===== config.mk =====
export PLATFORM = sky130hd
export DESIGN_NAME = seg7led_writer_flat
export DESIGN_NICKNAME = d
export VERILOG_FILES = /design/src/rtl/seg7led_writer_if.sv /design/src/rtl/seg7led_writer.sv /design/src/flat_wrapper.sv
export SDC_FILE = /design/constraint.sdc
export NUM_CORES = 1
export LEC_CHECK = 0
export CORE_MARGIN = 2
export CORE_UTILIZATION = 40
export CTS_BUF_LIST = sky130_fd_sc_hd__clkbuf_8
export DETAILED_ROUTE_END_ITERATION = 12
export PLACE_DENSITY = 0.66
export SKIP_LAST_GASP = 1
export SYNTH_ARGS = -nofsm -noshare
export SYNTH_HDL_FRONTEND = slang
export SYNTH_SLANG_ARGS = --single-unit

===== constraint.sdc =====
create_clock -name clk -period 3 [get_ports clk]
set_clock_uncertainty 0.15 [all_clocks]
set_input_delay 0.45 -clock clk [delete_from_list [all_inputs] [get_ports clk]]
set_output_delay 0.45 -clock clk [all_outputs]
set_load 0.02 [all_outputs]

===== src/rtl/seg7led_writer_if.sv =====
// Bus bundle for seg7led_writer.
//   Update side : in_valid/in_ready handshake carrying in_value (nibble i -> digit i),
//                 in_dp (decimal-point mask), in_enable, in_blank_lz.
//   Register side: m_address/m_write/m_writedata with m_waitrequest stall from the target.
//   Status      : busy.
// modport master is the writer's view (it masters the register bus);
// modport slave is the environment's view (requester + register target).
interface seg7led_writer_if #(
  parameter int unsigned DIGITS = 4
) ();

  logic                  in_valid;
  logic                  in_ready;
  logic [DIGITS*4-1:0]   in_value;
  logic [DIGITS-1:0]     in_dp;
  logic                  in_enable;
  logic                  in_blank_lz;

  logic [1:0]            m_address;
  logic                  m_write;
  logic [31:0]           m_writedata;
  logic                  m_waitrequest;

  logic                  busy;

  modport master (
    input  in_valid,
    input  in_value,
    input  in_dp,
    input  in_enable,
    input  in_blank_lz,
    input  m_waitrequest,
    output in_ready,
    output m_address,
    output m_write,
    output m_writedata,
    output busy
  );

  modport slave (
    output in_valid,
    output in_value,
    output in_dp,
    output in_enable,
    output in_blank_lz,
    output m_waitrequest,
    input  in_ready,
    input  m_address,
    input  m_write,
    input  m_writedata,
    input  busy
  );

endinterface


===== src/rtl/seg7led_writer.sv =====
// seg7led_writer: turns a display update (hex value, dp mask, enable, leading-zero blanking)
// into up to three register writes on a simple waitrequest bus:
//   address 0 = digit data (DIGITS*4 bits), 1 = digit on mask, 2 = decimal-point mask.
// Each register keeps a shadow of the last value written; a write whose value matches a
// valid shadow is skipped (one idle cycle, no strobe).
// Ports:
//   clk      - rising-edge clock
//   reset_n  - asynchronous, active-low reset
//   bus      - seg7led_writer_if.master: update handshake, register bus, busy flag
module seg7led_writer #(
  parameter int unsigned DIGITS = 4
) (
  input logic               clk,
  input logic               reset_n,
  seg7led_writer_if.master  bus
);

  localparam int unsigned DataW = DIGITS * 4;

  typedef enum logic [1:0] {
    StIdle,
    StWrData,
    StWrOn,
    StWrDp
  } state_e;

  state_e state_q, state_d, next_st;

  // Low through reset, high from the first edge after release; gates in_ready.
  logic rdy_q;

  // Captured update
  logic [DataW-1:0]  data_q, data_d;
  logic [DIGITS-1:0] on_q, on_d;
  logic [DIGITS-1:0] dp_q, dp_d;

  // Shadows of the last value actually written to each register
  logic [DataW-1:0]  shd_data_q, shd_data_d;
  logic [DIGITS-1:0] shd_on_q, shd_on_d;
  logic [DIGITS-1:0] shd_dp_q, shd_dp_d;
  logic [2:0]        shd_vld_q, shd_vld_d;

  logic              accept;
  logic [DIGITS-1:0] on_mask;
  logic              any_nz;
  logic              in_write;
  logic              shd_hit;
  logic              skip;
  logic              commit;
  logic [1:0]        addr;
  logic [31:0]       reg_val;
  logic [31:0]       shd_val;

  assign bus.in_ready = rdy_q & (state_q == StIdle);
  assign bus.busy     = (state_q != StIdle);
  assign accept       = bus.in_valid & bus.in_ready;

  // On mask: walking from the top digit down, a digit lights once any digit at or above
  // it is nonzero; the units digit always lights so zero still shows "0".
  always_comb begin
    on_mask = '0;
    any_nz  = 1'b0;
    if (bus.in_enable) begin
      if (!bus.in_blank_lz || DIGITS == 1) begin
        on_mask = '1;
      end else begin
        for (int i = int'(DIGITS) - 1; i >= 0; i--) begin
          any_nz     = any_nz | (|bus.in_value[i*4 +: 4]);
          on_mask[i] = any_nz;
        end
        on_mask[0] = 1'b1;
      end
    end
  end

  always_comb begin
    state_d    = state_q;
    data_d     = data_q;
    on_d       = on_q;
    dp_d       = dp_q;
    shd_data_d = shd_data_q;
    shd_on_d   = shd_on_q;
    shd_dp_d   = shd_dp_q;
    shd_vld_d  = shd_vld_q;
    reg_val    = '0;
    shd_val    = '0;
    shd_hit    = 1'b0;
    addr       = 2'd0;
    next_st    = StIdle;

    // Select the register handled by the current write state
    unique case (state_q)
      StIdle: begin
      end
      StWrData: begin
        addr                 = 2'd0;
        reg_val[DataW-1:0]   = data_q;
        shd_val[DataW-1:0]   = shd_data_q;
        shd_hit              = shd_vld_q[0];
        next_st              = StWrOn;
      end
      StWrOn: begin
        addr                 = 2'd1;
        reg_val[DIGITS-1:0]  = on_q;
        shd_val[DIGITS-1:0]  = shd_on_q;
        shd_hit              = shd_vld_q[1];
        next_st              = StWrDp;
      end
      StWrDp: begin
        addr                 = 2'd2;
        reg_val[DIGITS-1:0]  = dp_q;
        shd_val[DIGITS-1:0]  = shd_dp_q;
        shd_hit              = shd_vld_q[2];
        next_st              = StIdle;
      end
      default: begin
      end
    endcase

    in_write = (state_q != StIdle);
    skip     = in_write & shd_hit & (reg_val == shd_val);
    commit   = in_write & ~skip & ~bus.m_waitrequest;

    if (state_q == StIdle) begin
      if (accept) begin
        data_d  = bus.in_value;
        dp_d    = bus.in_dp;
        on_d    = on_mask;
        state_d = StWrData;
      end
    end else if (skip || commit) begin
      state_d = next_st;
    end

    // Shadow follows only writes the target actually took
    if (commit) begin
      unique case (state_q)
        StWrData: begin
          shd_data_d   = data_q;
          shd_vld_d[0] = 1'b1;
        end
        StWrOn: begin
          shd_on_d     = on_q;
          shd_vld_d[1] = 1'b1;
        end
        StWrDp: begin
          shd_dp_d     = dp_q;
          shd_vld_d[2] = 1'b1;
        end
        default: begin
        end
      endcase
    end

    // Outputs decode from the async-reset state, so reset drops m_write immediately
    bus.m_write     = in_write & ~skip;
    bus.m_address   = addr;
    bus.m_writedata = in_write ? reg_val : 32'd0;
  end

  always_ff @(posedge clk or negedge reset_n) begin
    if (!reset_n) begin
      state_q    <= StIdle;
      rdy_q      <= 1'b0;
      data_q     <= '0;
      on_q       <= '0;
      dp_q       <= '0;
      shd_data_q <= '0;
      shd_on_q   <= '0;
      shd_dp_q   <= '0;
      shd_vld_q  <= '0;
    end else begin
      state_q    <= state_d;
      rdy_q      <= 1'b1;
      data_q     <= data_d;
      on_q       <= on_d;
      dp_q       <= dp_d;
      shd_data_q <= shd_data_d;
      shd_on_q   <= shd_on_d;
      shd_dp_q   <= shd_dp_d;
      shd_vld_q  <= shd_vld_d;
    end
  end

endmodule


===== src/flat_wrapper.sv =====
// flat-port wrapper written by rule: the top's interface ports become plain ports
module seg7led_writer_flat 
#(
  parameter int unsigned DIGITS = 4
)
  (clk, reset_n, bus_in_valid, bus_in_value, bus_in_dp, bus_in_enable, bus_in_blank_lz, bus_m_waitrequest, bus_in_ready, bus_m_address, bus_m_write, bus_m_writedata, bus_busy);
  seg7led_writer_if #(.DIGITS(DIGITS)) bus_i ();
  input logic clk;
  input logic reset_n;
  input wire logic [$bits(bus_i.in_valid)-1:0] bus_in_valid;
  input wire logic [$bits(bus_i.in_value)-1:0] bus_in_value;
  input wire logic [$bits(bus_i.in_dp)-1:0] bus_in_dp;
  input wire logic [$bits(bus_i.in_enable)-1:0] bus_in_enable;
  input wire logic [$bits(bus_i.in_blank_lz)-1:0] bus_in_blank_lz;
  input wire logic [$bits(bus_i.m_waitrequest)-1:0] bus_m_waitrequest;
  output wire logic [$bits(bus_i.in_ready)-1:0] bus_in_ready;
  output wire logic [$bits(bus_i.m_address)-1:0] bus_m_address;
  output wire logic [$bits(bus_i.m_write)-1:0] bus_m_write;
  output wire logic [$bits(bus_i.m_writedata)-1:0] bus_m_writedata;
  output wire logic [$bits(bus_i.busy)-1:0] bus_busy;
  assign bus_i.in_valid = bus_in_valid;
  assign bus_i.in_value = bus_in_value;
  assign bus_i.in_dp = bus_in_dp;
  assign bus_i.in_enable = bus_in_enable;
  assign bus_i.in_blank_lz = bus_in_blank_lz;
  assign bus_i.m_waitrequest = bus_m_waitrequest;
  assign bus_in_ready = bus_i.in_ready;
  assign bus_m_address = bus_i.m_address;
  assign bus_m_write = bus_i.m_write;
  assign bus_m_writedata = bus_i.m_writedata;
  assign bus_busy = bus_i.busy;
  seg7led_writer #(.DIGITS(DIGITS)) u_core (.clk(clk), .reset_n(reset_n), .bus(bus_i));
endmodule

**Word-level counts from Yosys, hierarchy flattened**

Cells that the tools add are included.

- Flip-flop bits (word level): 54
- Output and inout port bits: 37

- Equality and inequality tests: 5
- Multiplexer cells: 13
- Bitwise logic cells: 10
- Reduce and logical (&&, ||, !) cells: 12

Operator list:

| kind | count |
|---|---|
| 12-bit two-way mux | 2 |
| 4-bit one-hot mux with 3 select lines | 2 |
| 16-bit equality test | 1 |
| 16-bit two-way mux | 1 |
| 4-bit OR reduction | 3 |
| 2-bit AND reduction | 5 |
| 4-bit two-way mux | 2 |
| 2-bit one-hot mux with 2 select lines | 2 |
| 1-bit AND | 6 |
| 2-bit two-way mux | 3 |
| 2-bit equality test (second input constant) | 2 |
| 2-bit nonzero test | 2 |
| 1-bit one-hot mux with 3 select lines | 1 |
| 2-bit by 1-bit equality test with 1-bit output (second input constant) | 1 |
| 2-bit logical NOT | 1 |
| 2-bit by 1-bit != test with 1-bit output (second input constant) | 1 |
| 1-bit NOT | 2 |
| 1-bit bitwise OR | 2 |
| 1-bit logical OR | 1 |

**Logic depth before layout (Yosys ltp)**

- Depth in word-level cells: 10
- Gate-level depth with buffers: 10
- Depth with buffers taken out: 8

**Worst setup path before layout**

No wires, ideal clock.

- Kind: reg-to-reg
- From: register u_core.state_q[0]
- To: register u_core.shd_data_q[0]
- Setup time: 125 ps
- Arrival time: 2265 ps
- Setup slack: 460 ps
- Stages on the path, launching flop included: 11
- Buffers on the path: 2
- Path through: dfrtp_1 > inv_1 > ha_1 > buf_6 > a222oi_1 > xnor2_1 > a41o_1 > nand2_2 > nand3_4 > buf_6 > mux2_4

- Word-level cells in the longest chain between the ends: 8

Ends and longest elaborated chain:

| what | RTL line | source |
|---|---|---|
| start, declared | seg7led_writer.sv:27 | `state_e state_q, state_d, next_st;` |
| start signal, assigned | seg7led_writer.sv:163 | `state_q <= StIdle;` |
| start signal, assigned | seg7led_writer.sv:173 | `state_q <= state_d;` |
| 2-bit equality test or 2-bit by 1-bit equality test with 1-bit output (tied branches) | seg7led_writer.sv:92, seg7led_writer.sv:137 |  |
| 4-bit one-hot mux with 3 select lines, or another cell as far along | seg7led_writer.sv:92 | `unique case (state_q)` |
| 16-bit equality test or 1-bit AND (tied branches) | seg7led_writer.sv:121 | `skip = in_write & shd_hit & (reg_val == shd_val);` |
| 1-bit AND | seg7led_writer.sv:121 |  |
| 1-bit NOT | seg7led_writer.sv:122 | `commit = in_write & ~skip & ~bus.m_waitrequest;` |
| 1-bit AND (2 in series) | seg7led_writer.sv:122 |  |
| 2-bit AND reduction (no source line) * | - |  |
| end signal, assigned | seg7led_writer.sv:178 | `shd_data_q <= shd_data_d;` |
| end, declared | seg7led_writer.sv:38 | `logic [DataW-1:0] shd_data_q, shd_data_d;` |

Every way passes the cells marked *; elsewhere a longest branch is shown, timed or not.
A chain may end at the register's enable or synchronous reset.

**Worst setup path in the final report**

- From: register u_core.state_q[0]
- To: output bus_m_write

- Word-level cells in the longest chain between the ends: 6

Ends and longest elaborated chain:

| what | RTL line | source |
|---|---|---|
| 2-bit equality test or 2-bit by 1-bit equality test with 1-bit output (tied branches) | seg7led_writer.sv:92 |  |
| 4-bit one-hot mux with 3 select lines, or another cell as far along | seg7led_writer.sv:92 |  |
| 16-bit equality test or 1-bit AND (tied branches) | seg7led_writer.sv:121 |  |
| 1-bit AND | seg7led_writer.sv:121 |  |
| 1-bit NOT | seg7led_writer.sv:156 | `bus.m_write = in_write & ~skip;` |
| 1-bit AND * | seg7led_writer.sv:156 |  |
| end, declared | flat_wrapper.sv:18 | `output wire logic [$bits(bus_i.m_write)-1:0] bus_m_write;` |

Marked as above.

==> results.md <==
- Status: complete, but fails checks
- Failing checks: negative setup slack
- Slew @ Worst Pin: 0.699 ns
- # setup viols final: 2
- Post-synth cell types: 32
- Clock H-tree levels: 2
- DIE AREA: 7540 um2
- Worst Path Arrival: 2.47 ns
- Gate power share: 50.4%
- Core Rows: 30
- Final Hold Fails: 0
- GR Overflow Total: 0
- Worst path cell trace: inv_1, ha_4, a222oi_1, buf_4, xnor2_1, a41o_1, o21ai_2, and2_1, dlygate4sd2_1
- TritonRoute pass-1 iters: 7
- Final period utilization: 102%
- Hold WS: 0.0293 ns
- Top_reg_cell synth: dfrtp_1
- CTS tree: done
- WL/cell: 15.7 um
- Net Switching: 1.34 mW
- Drt total wl: 5710 um
- Worst Setup Slack, final: -0.0717 ns
- Total track usage: 16.2%
- Chip Width: 86.9 um
- Asr flop ratio synth: 100%
- Sequential-to-total area share from yosys stat: 49.2%
- Internal power: 2.39 mW
- Max-slew headroom: 53.4%
- Final Util: 51.7%
- Vias in the first global route: 1923
- IO Pins: 63
- DRC viols: 0
- Routability cong.: 0.870
- Power Density: 1070 nW/um2
- Fmax: 0.326 GHz
- Initial Util: 40.9%
- Clock-pin transition on the worst setup and hold timing paths: 0.09 ns
- Antenna cells: 0
- DR vias/cell: 5.02
- Worst VDD drop: 0.437 mV
- Setup CP Type: reg -> out
- Yosys warning total: 0
- Slowest cell delay on critical path: 0.41 ns
- Register share of total power: 36.9%
- CTS Buf Count: 5
- Fin nets: 316
- CTS Hold Bufs: 0
- Worst Setup Start Kind: flop
- CP Capture Type: output port
- Initial antenna violation count: 0
- #FFs+latches synth: 54
- Synth Instances: 217
- Highest-delay cell along the critical path: dfrtp_1
- Finished Layout Cells: 364
- Die Ht: 86.9 um
- Largest fanout on the critical path: 10
- Initial DRC count: 132
- DP Cell Count: 352
- Lkg Pwr: 1.67 nW
- Synth Cell Area: 2750 um2
- Setup_tns: -0.0725 ns
- EDFF count, synth: 0
- Sw Ratio: 35.9%
- Clock power frac: 12.7%
- Max-Cap Viols: 0
- First-pass GRT wire length: 9440 um
- Core Region: 6720 um2
- Post-DP HPWL: 4160 um
- Clk_lat worst skew: 0.31 ns
- Syn Area/Cell: 12.7 um2
- HP Class: in -> async
- Via Count: 1827
- Dpl ws: -0.0444 ns
- CTS Sinks: 54
- Root Buffer Master: clkbuf_8
- PortBufs: 46
- Max-slew violation count: 0
- Worst EP required: 2.40 ns
- Pin count of the biggest net entering global routing: 33
- Clock Tree Buf Depth: 2
- RSZ-0062 raised after global routing: true
- Area delta synth->final: 26.5%
- Layout cells sized above 1: 29.6%
- Fin crit period: 3.07 ns
- Post-route ant nets: 0
==> cell families after synthesis <==
group	count (synthesis)	synth area share (%)
compound gates	18	5.60
xor+xnor	16	5.10
fa+ha+maj	7	3.19
buf+inv	28	6.88
flops	54	49.2
mux	46	20.1
other cells	2	0.273
simple gates	46	9.66
==> cell type report <==
cell class / count / area [um2]
well taps: 80 / 100
multi-input cells: 150 / 1280
clock inverters: 3 / 37.5
flip-flops and latches: 54 / 1350
clock buffers: 5 / 68.8
fillers: 612 / 3240
repair buffers: 68 / 616
inverters: 4 / 15.0
==> cell usage in the layout, fill, tap and decap left out, types with 2 or more instances in the layout <==
master / Yosys / layout
nor2_1: 8 / 8
clkdlybuf4s50_1: 0 / 32
buf_4: 16 / 22
mux2_4: 9 / 9
nand2_1: 5 / 5
a21oi_1: 2 / 2
dfrtp_1: 54 / 53
nor4_1: 6 / 6
clkbuf_8: 0 / 5
mux2_2: 37 / 37
inv_1: 4 / 6
o21ai_0: 2 / 2
nand3_1: 3 / 3
a222oi_1: 9 / 9
ha_2: 0 / 2
nand2b_1: 4 / 4
ha_1: 7 / 4
conb_1: 2 / 17
xor2_1: 12 / 12
xnor2_1: 4 / 4
dlymetal6s2s_1: 0 / 3
dlygate4sd2_1: 0 / 10
and2_1: 14 / 14
==> power by group through the flow <==
stage               Sequential (mW)  Clock [mW]  Combinational (mW)
finish                         1.38       0.473                1.88
floorplan                      1.29           0                1.26
global route                   1.42       0.522                2.05
detailed placement             1.38           0                1.82
CTS                            1.37       0.485                1.82
global placement               1.37           0                1.78
==> flip-flops by register name (all words and copies together) (netlist names) <==
name               count
u_core.rdy_q           1
u_core.state_q         2
u_core.shd_vld_q       3
u_core.shd_data_q     16
u_core.on_q            4
u_core.shd_dp_q        4
u_core.data_q         16
u_core.dp_q            4
u_core.shd_on_q        4
==> stage by stage <==
step	power (mW)	instance area, um2
floorplan	2.55	2800
global placement	3.15	3320
detailed placement	3.20	3320
CTS	3.68	3430
global route	4.00	3470
finish	3.73	3470
==> Yosys cell counts (2+ instances only) <==
master,number,share of area [%]
nand2_1,5,0.68
nor2_1,8,1.1
conb_1,2,0.27
dfrtp_1,54,49
mux2_2,37,15
mux2_4,9,4.9
xnor2_1,4,1.3
a21oi_1,2,0.36
nand2b_1,4,0.91
a222oi_1,9,3.3
nor4_1,6,1.4
ha_1,7,3.2
xor2_1,12,3.8
nand3_1,3,0.55
clkbuf_1,4,0.55
inv_1,4,0.55
o21ai_0,2,0.36
buf_4,16,4.4
and2_1,14,3.2
buf_6,3,1.2
==> routing by layer <==
metal,track usage [%],share of wire (%),vias up
met4,4.83,0.77,0
li1,-,-,861
met3,4.74,4.6,6
met1,21.0,45,913
met2,26.3,50,47
met5,0,0,-
==> worst max-delay path, delay by kind of cell (launching register included) <==
kind	cells	cell delay, ns
AOI/OAI and AO/OA	3	0.67
buffers and inverters	3	0.60
DFF	1	0.41
adders and majority gates	1	0.21
and+or+nand+nor	1	0.16
xor gates and xnor gates	1	0.11
==> repair_timing <==
action                     4_1_cts  5_1_grt
cloned                           0        0
pin swaps                        4        4
setup endpoints to repair       10        5
setup buffers                    1        3
gates resized for setup         15        5
==> path summary, 6_finish.rpt <==
kind,startpoint,to,slack (ns),cells past startpoint
worst min register to register,u_core.shd_vld_q[2],u_core.shd_vld_q[2],0.36,1
worst min-delay path,reset_n,u_core.data_q[3],0.03,1
max in group asynchronous,reset_n,u_core.on_q[2],2.03,2
min in group clk,u_core.shd_vld_q[2],u_core.shd_vld_q[2],0.36,1
worst max-delay path,u_core.state_q[0],bus_m_write,-0.07,9
worst max register to register,u_core.state_q[0],u_core.shd_data_q[2],0.12,11
(Power assumes the default switching activity.)
